--- src/rtl/bridge_car_counter.sv ---
// Deck occupancy counter: accepts cars only on green with the deck flat, flags illegal entries.
module bridge_car_counter #(
  parameter int CAR_W = 4
) (
  input  logic             clk,
  input  logic             rst_n,
  input  logic             car_enter,
  input  logic             car_exit,
  input  logic             tfl,
  input  logic             low,
  output logic [CAR_W-1:0] cnt,
  output logic             cib,
  output logic             viol
);
  localparam logic [CAR_W-1:0] CNT_MAX = '1;

  logic accept, leave, illegal;

  // A full deck silently drops the entry; only red light or raised deck counts as a violation.
  assign accept  = car_enter & ~tfl & low & (cnt != CNT_MAX);
  assign illegal = car_enter & (tfl | ~low);
  assign leave   = car_exit & (cnt != '0);

  always_ff @(posedge clk or negedge rst_n) begin
    if (!rst_n) begin
      cnt  <= '0;
      viol <= 1'b0;
    end else begin
      if (accept && !leave)      cnt <= cnt + CAR_W'(1);
      else if (leave && !accept) cnt <= cnt - CAR_W'(1);
      if (illegal) viol <= 1'b1;
    end
  end

  assign cib = (cnt != '0);
endmodule

--- config.mk ---
export PLATFORM = sky130hd
export DESIGN_NAME = bridge_car_counter
export DESIGN_NICKNAME = d
export VERILOG_FILES = /design/src/rtl/bridge_car_counter.sv
export SDC_FILE = /design/constraint.sdc
export NUM_CORES = 1
export LEC_CHECK = 0
export CORE_AREA = 3 3 40 42
export DETAILED_ROUTE_END_ITERATION = 7
export DIE_AREA = 0 0 43 45
export SYNTH_ARGS = -nofsm -noshare
export SYNTH_HDL_FRONTEND = slang
export SYNTH_SLANG_ARGS = --single-unit
--- constraint.sdc ---
create_clock -name clk -period 4.8 [get_ports clk]
set_input_delay 0.96 -clock clk [delete_from_list [all_inputs] [get_ports clk]]
set_output_delay 0.96 -clock clk [all_outputs]
set_load 0.02 [all_outputs]
After elaboration in Yosys (flattened, before gate mapping)

Index checks and enable logic that the tools add are counted.

Register bits after elaboration: 5
Bits in latches: 0
RAM bits: 0
Bits in read-only memories: 0
Memories kept: 0

Add/sub/neg operators: 2
Multipliers: 0
Div/mod/pow operators: 0
Order comparisons: 0
Eq/ne operators: 1
Shift-type cells: 0
Multiplexer cells: 2
Bitwise gates (word level): 8
Reductions and logical operators: 6

Operators with widths:

| kind                | count |
|---|---|
| $mux 4              | 2 |
| $and 1x1->1         | 5 |
| $add 4x1->4 const B | 1 |
| $ne 4x4->1 const B  | 1 |
| $reduce_bool 4->1   | 1 |
| $sub 4x1->4 const B | 1 |
| $logic_and 1x1->1   | 2 |
| $logic_not 1->1     | 2 |
| $not 1->1           | 2 |
| $reduce_bool 2->1   | 1 |
| $or 1x1->1          | 1 |

Logic depth before layout (Yosys ltp)

Word-level depth: 8
Gate-level depth with buffers: 8
Depth with buffers taken out: 8

Worst setup path after synthesis

OpenSTA, ideal clock, no wires.

Path type: register to register
From: register cnt[0]
To: register cnt[3]
Setup time: 129 ps
Arrival: 2613 ps
Setup slack: 2058 ps
Stages on the path, launching flop included: 9
Path buffers: 0
Cell sequence: dfrtp_1 -> or4_1 -> nand2_1 -> ha_1 -> inv_1 -> ha_1 -> or4_4 -> o211ai_2 -> o211ai_2

Word-level cells in the longest chain between the ends: 5
Elaborated cells between the ends (all ways): 13
Those cells by class: 2 x add/sub; 1 x eq/ne; 2 x mux; 2 x bitwise; 6 x reduce/logical

RTL lines:

| item                                        | line | source |
|---|---|---|
| start: declaration                          | 11   | `output logic [CAR_W-1:0] cnt,` |
| start signal: assignment                    | 29   | `if (accept && !leave) cnt <= cnt + CAR_W'(1);` |
| start signal: assignment                    | 30   | `else if (leave && !accept) cnt <= cnt - CAR_W'(1);` |
| $reduce_bool 4->1 *                         | n/a  |  |
| net cib                                     | 12   | `output logic cib,` |
| $and 1x1->1 *                               | 22   | `assign leave = car_exit & (cnt != '0);` |
| $logic_not 1->1                             | 29   |  |
| $logic_and 1x1->1                           | 29   |  |
| $mux 4 or $reduce_bool 2->1 (tied branches) | n/a  |  |

Mark *: on every way through the listed nets, which the timed path passes. The rest lies on a longest branch. The select of a mux whose other input is x is not followed.
A chain may end at the register's enable or synchronous reset.

Worst setup path after layout

From: input tfl
To: register cnt[3]

Word-level cells in the longest chain between the ends: 7
Elaborated cells between the ends (all ways): 9
Those cells by class: 1 x mux; 4 x bitwise; 4 x reduce/logical

RTL lines:

| item                        | line | source |
|---|---|---|
| start: declaration          | 9    | `input logic tfl,` |
| $not 1->1 *                 | 20   | `assign accept = car_enter & ~tfl & low & (cnt != CNT_MAX);` |
| $and 1x1->1 * (3 in series) | 20   |  |
| $logic_not 1->1             | 30   |  |
| $logic_and 1x1->1           | 30   |  |
| $reduce_bool 2->1 (no line) | n/a  |  |

Every way passes the cells marked *; elsewhere a longest branch is shown, timed or not.

==> results.txt <==
The smallest clock period supported by the final layout is computed as 3070 ps. The I/O pin total is 12. After detailed routing, the number of vias per cell comes to between 4 and 5. Counting the buffers created by CTS gives 3. The min-delay analysis places its worst path in the category reg2reg. The number of setup buffers added after CTS is 0. The final count of negative-setup-slack endpoints came out at 0. The net count of the mapped netlist is between 40 and 50. In the routed design, unresolved DRC markers number 0. In the layout the commonest cells are sky130_fd_sc_hd__clkdlybuf4s50_1 (11), sky130_fd_sc_hd__dfrtp_1 (5), sky130_fd_sc_hd__nand2_1 (3), sky130_fd_sc_hd__ha_1 (3), sky130_fd_sc_hd__clkbuf_4 (3).

The share of synthesized area in the top cell type comes to 0.338. The floorplan step set the die width to ~43 µm. In this run, the number of DRC markers left after iteration 0 of detailed routing was 6. The clock tree root driver cell is sky130_fd_sc_hd__clkbuf_4. Walking the worst path, the cells encountered are clkdlybuf4s50_1 > nand2b_1 > nor3b_1 > ha_1 > inv_1 > ha_1 > or4_4 > o211ai_2 > o211ai_2. sky130_fd_sc_hd__dfrtp_1 takes more of the synthesized area than any other cell. The final routed wire length divided by cell count is 12.9 µm. The number of pins exceeding their max-slew limit in the final report is 0.

The number of detailed-route iterations in the first pass came out at 3. The count of different cell masters after synthesis is 23. The register area share after synthesis came out at 0.338. The nature of the critical path endpoint is a flop. STA puts the critical path data arrival time at ~3200 ps. The HPWL after detailed placement is between 600 and 700 µm.

The worst register-to-register path has a setup slack of 2090 ps. After clock tree synthesis, the clock-pin slew on the worst setup and hold paths is approximately 40 ps. The via count of the first global-routing pass is ~350. The worst path buffer plus inverter count came out at 2.

The number of synthesized register bits is 5. The number of buffers on the longest clock path came out at 2. The share of layout cells above drive strength 1 is 0.143. The CTS H-tree depth came out at 1. The maximum ir drop on the vdd rail came out at 0.000276 V. The final period utilization came out at 0.639. After synthesis, the cell types taking the most area are sky130_fd_sc_hd__dfrtp_1 (34%), sky130_fd_sc_hd__ha_1 (10%), sky130_fd_sc_hd__o211ai_2 (6.8%), sky130_fd_sc_hd__fa_1 (5.4%), sky130_fd_sc_hd__xnor2_1 (4.7%).

The count of cells resized by post-cts repair came out at 0. The largest stage delay on the critical path came out at approximately 500 ps. The via total after detailed routing came out at approximately 310. Counting cells, the worst reg-to-reg path comes to 8. The largest clock skew in the final design came out at between 1 and 1.5 ps. The sum of overflow across all layers after global routing came out at 0. The wire length of the first global-routing pass is between 1500 and 2000 µm. The maximum frequency from static timing analysis is 326 MHz. The total of hold buffers inserted after clock tree synthesis is 0.

The power per standard cell area came out at 622 nW/µm². The sort of element at the start of the critical path is an input port. TritonCTS built the clock tree. For this block, the routed nets add up to ~820 µm of wire. The completed layout was analyzed and its total power is about 0.32 mW.

For this design, the sink count on the clock tree is 5. The slew at the pin closest to its max-slew limit came out at about 340 ps. The required arrival time at the worst endpoint came out at 4910 ps. The warning count from the yosys run is 0.

The capture point of the critical path is cnt[3]$_DFFE_PN0P_. Max-cap violations in this run came to 0. The slowest stage of the critical path is the sky130_fd_sc_hd__or4_4 cell. The kind of critical path is in2reg. The filler cells instantiated in the layout total 133. The mean post-synth cell area is 10.6 µm².

Setup repair after global routing left no endpoint under its margin. The biggest fanout along the worst timing path is 6. The cell count along the critical path came out at 9. The instance count of the mapped netlist came out at 35. After floorplanning, the core was sized to cover 1280 µm².

The run finished with clean final reports. Leaving out fill and tap cells, the most frequent cell in the layout is sky130_fd_sc_hd__clkdlybuf4s50_1. Row generation in the floorplan step produced 13 rows. The leakage power is roughly 0.20 nW. The endpoint of the worst register-to-register path is cnt[3]$_DFFE_PN0P_.

The final-report hold violation count came out at 0. Routability-driven placement finished with a final weighted congestion of slightly above 0.8. The number of antenna violations at the first check in global routing came out at 0. After the last flow step, the layout net total stands at 60. The area of the die came out at roughly 1900 µm². The effective utilization at floorplan is 0.288. The count of antenna-violating nets left after detailed routing came out at 0. The synthesis-to-layout area growth came out at 40.5%. The cell family with the largest share of critical-path delay is simple AND/OR/NAND/NOR gates. The final hold slack came out at about 460 ps. The max-slew headroom at the worst pin came out at 0.775. The total track usage came out at 0.107. In this run the critical register-to-register path is launched from cnt[0]$_DFFE_PN0P_. The final-layout setup total negative slack came out at 0 ps.

The number of diodes added for antenna fixing came out at 0. The total of buffers placed on input and output ports is 11. The chip height came out at roughly 45 µm. The clock insertion delay at the later pin of the skew report came out at between 200 and 250 ps.

The post-synthesis cell area is 370 µm². The critical path starts at tfl. The largest net degree at the start of global routing is 11.
area by class of cell:
class,instances,area [µm²],area share
multi-input combinational,28,236,0.454
sequential,5,125,0.240
timing repair buffer,11,110,0.212
clock buffer,4,26.3,0.0505
tap,15,18.8,0.0361
inverter,1,3.75,0.00721
logic make-up after synthesis:
logic type,synth area share
adders and majority gates,0.155
and+or+nand+nor,0.220
buffers and inverters,0.0236
AOI/OAI and AO/OA,0.159
muxes,0.0574
xor gates and xnor gates,0.0473
DFF,0.338
per-stage QoR:
stage / cells / setup slack [ps] / utilization / area [µm²]
6_report: 64 / 1730 / 0.405 / 520
5_1_grt: 64 / 1640 / 0.405 / 520
4_1_cts: 64 / 1720 / 0.405 / 520
3_5_place_dp: 60 / 1480 / 0.385 / 494
3_3_place_gp: 60 / 1480 / 0.385 / 494
2_1_floorplan: 35 / 2060 / - / 370
power breakdown:
| group | internal, mW | switching [mW] |
|---|---|---|
| Clock | 0.0314 | 0.0165 |
| Sequential | 0.0602 | 0.0310 |
| Combinational | 0.0958 | 0.0890 |
per-layer routing:
layer | GRT usage | share of wire
met5 | 0 | 0
met4 | 0.0542 | 0
met3 | 0.0558 | 0.055
met2 | 0.153 | 0.46
met1 | 0.133 | 0.48
synth_stat cells:
cell type / count
sky130_fd_sc_hd__and4_1: 1
sky130_fd_sc_hd__mux2_2: 1
sky130_fd_sc_hd__xnor2_1: 2
sky130_fd_sc_hd__o211ai_2: 2
sky130_fd_sc_hd__a2111o_1: 1
sky130_fd_sc_hd__a21oi_1: 2
sky130_fd_sc_hd__o21ai_0: 1
sky130_fd_sc_hd__mux2i_1: 1
sky130_fd_sc_hd__ha_1: 3
sky130_fd_sc_hd__buf_2: 1
sky130_fd_sc_hd__nand3_1: 2
sky130_fd_sc_hd__or3_1: 1
sky130_fd_sc_hd__fa_1: 1
sky130_fd_sc_hd__or4_4: 1
sky130_fd_sc_hd__dfrtp_1: 5
sky130_fd_sc_hd__or4_1: 1
sky130_fd_sc_hd__nand2_1: 3
sky130_fd_sc_hd__nand2b_1: 1
sky130_fd_sc_hd__nor3_1: 1
sky130_fd_sc_hd__nand3b_1: 1
sky130_fd_sc_hd__inv_1: 1
sky130_fd_sc_hd__nor3b_1: 1
sky130_fd_sc_hd__a21o_1: 1
state kept, by name, indices dropped and copies added (netlist names):
name  count
cnt       4
viol      1
worst min path at each step:
stage,startpoint,end,slack [ps],cells past startpoint
2_1_floorplan,viol$_DFFE_PN0P_,viol$_DFFE_PN0P_,570,1
3_3_place_gp,viol$_DFFE_PN0P_,viol$_DFFE_PN0P_,450,1
3_5_place_dp,viol$_DFFE_PN0P_,viol$_DFFE_PN0P_,460,1
4_1_cts,viol$_DFFE_PN0P_,viol$_DFFE_PN0P_,470,1
5_1_grt,viol$_DFFE_PN0P_,viol$_DFFE_PN0P_,500,1
6_report,viol$_DFFE_PN0P_,viol$_DFFE_PN0P_,460,1
No activity file was read; power rests on OpenSTA's default activity.
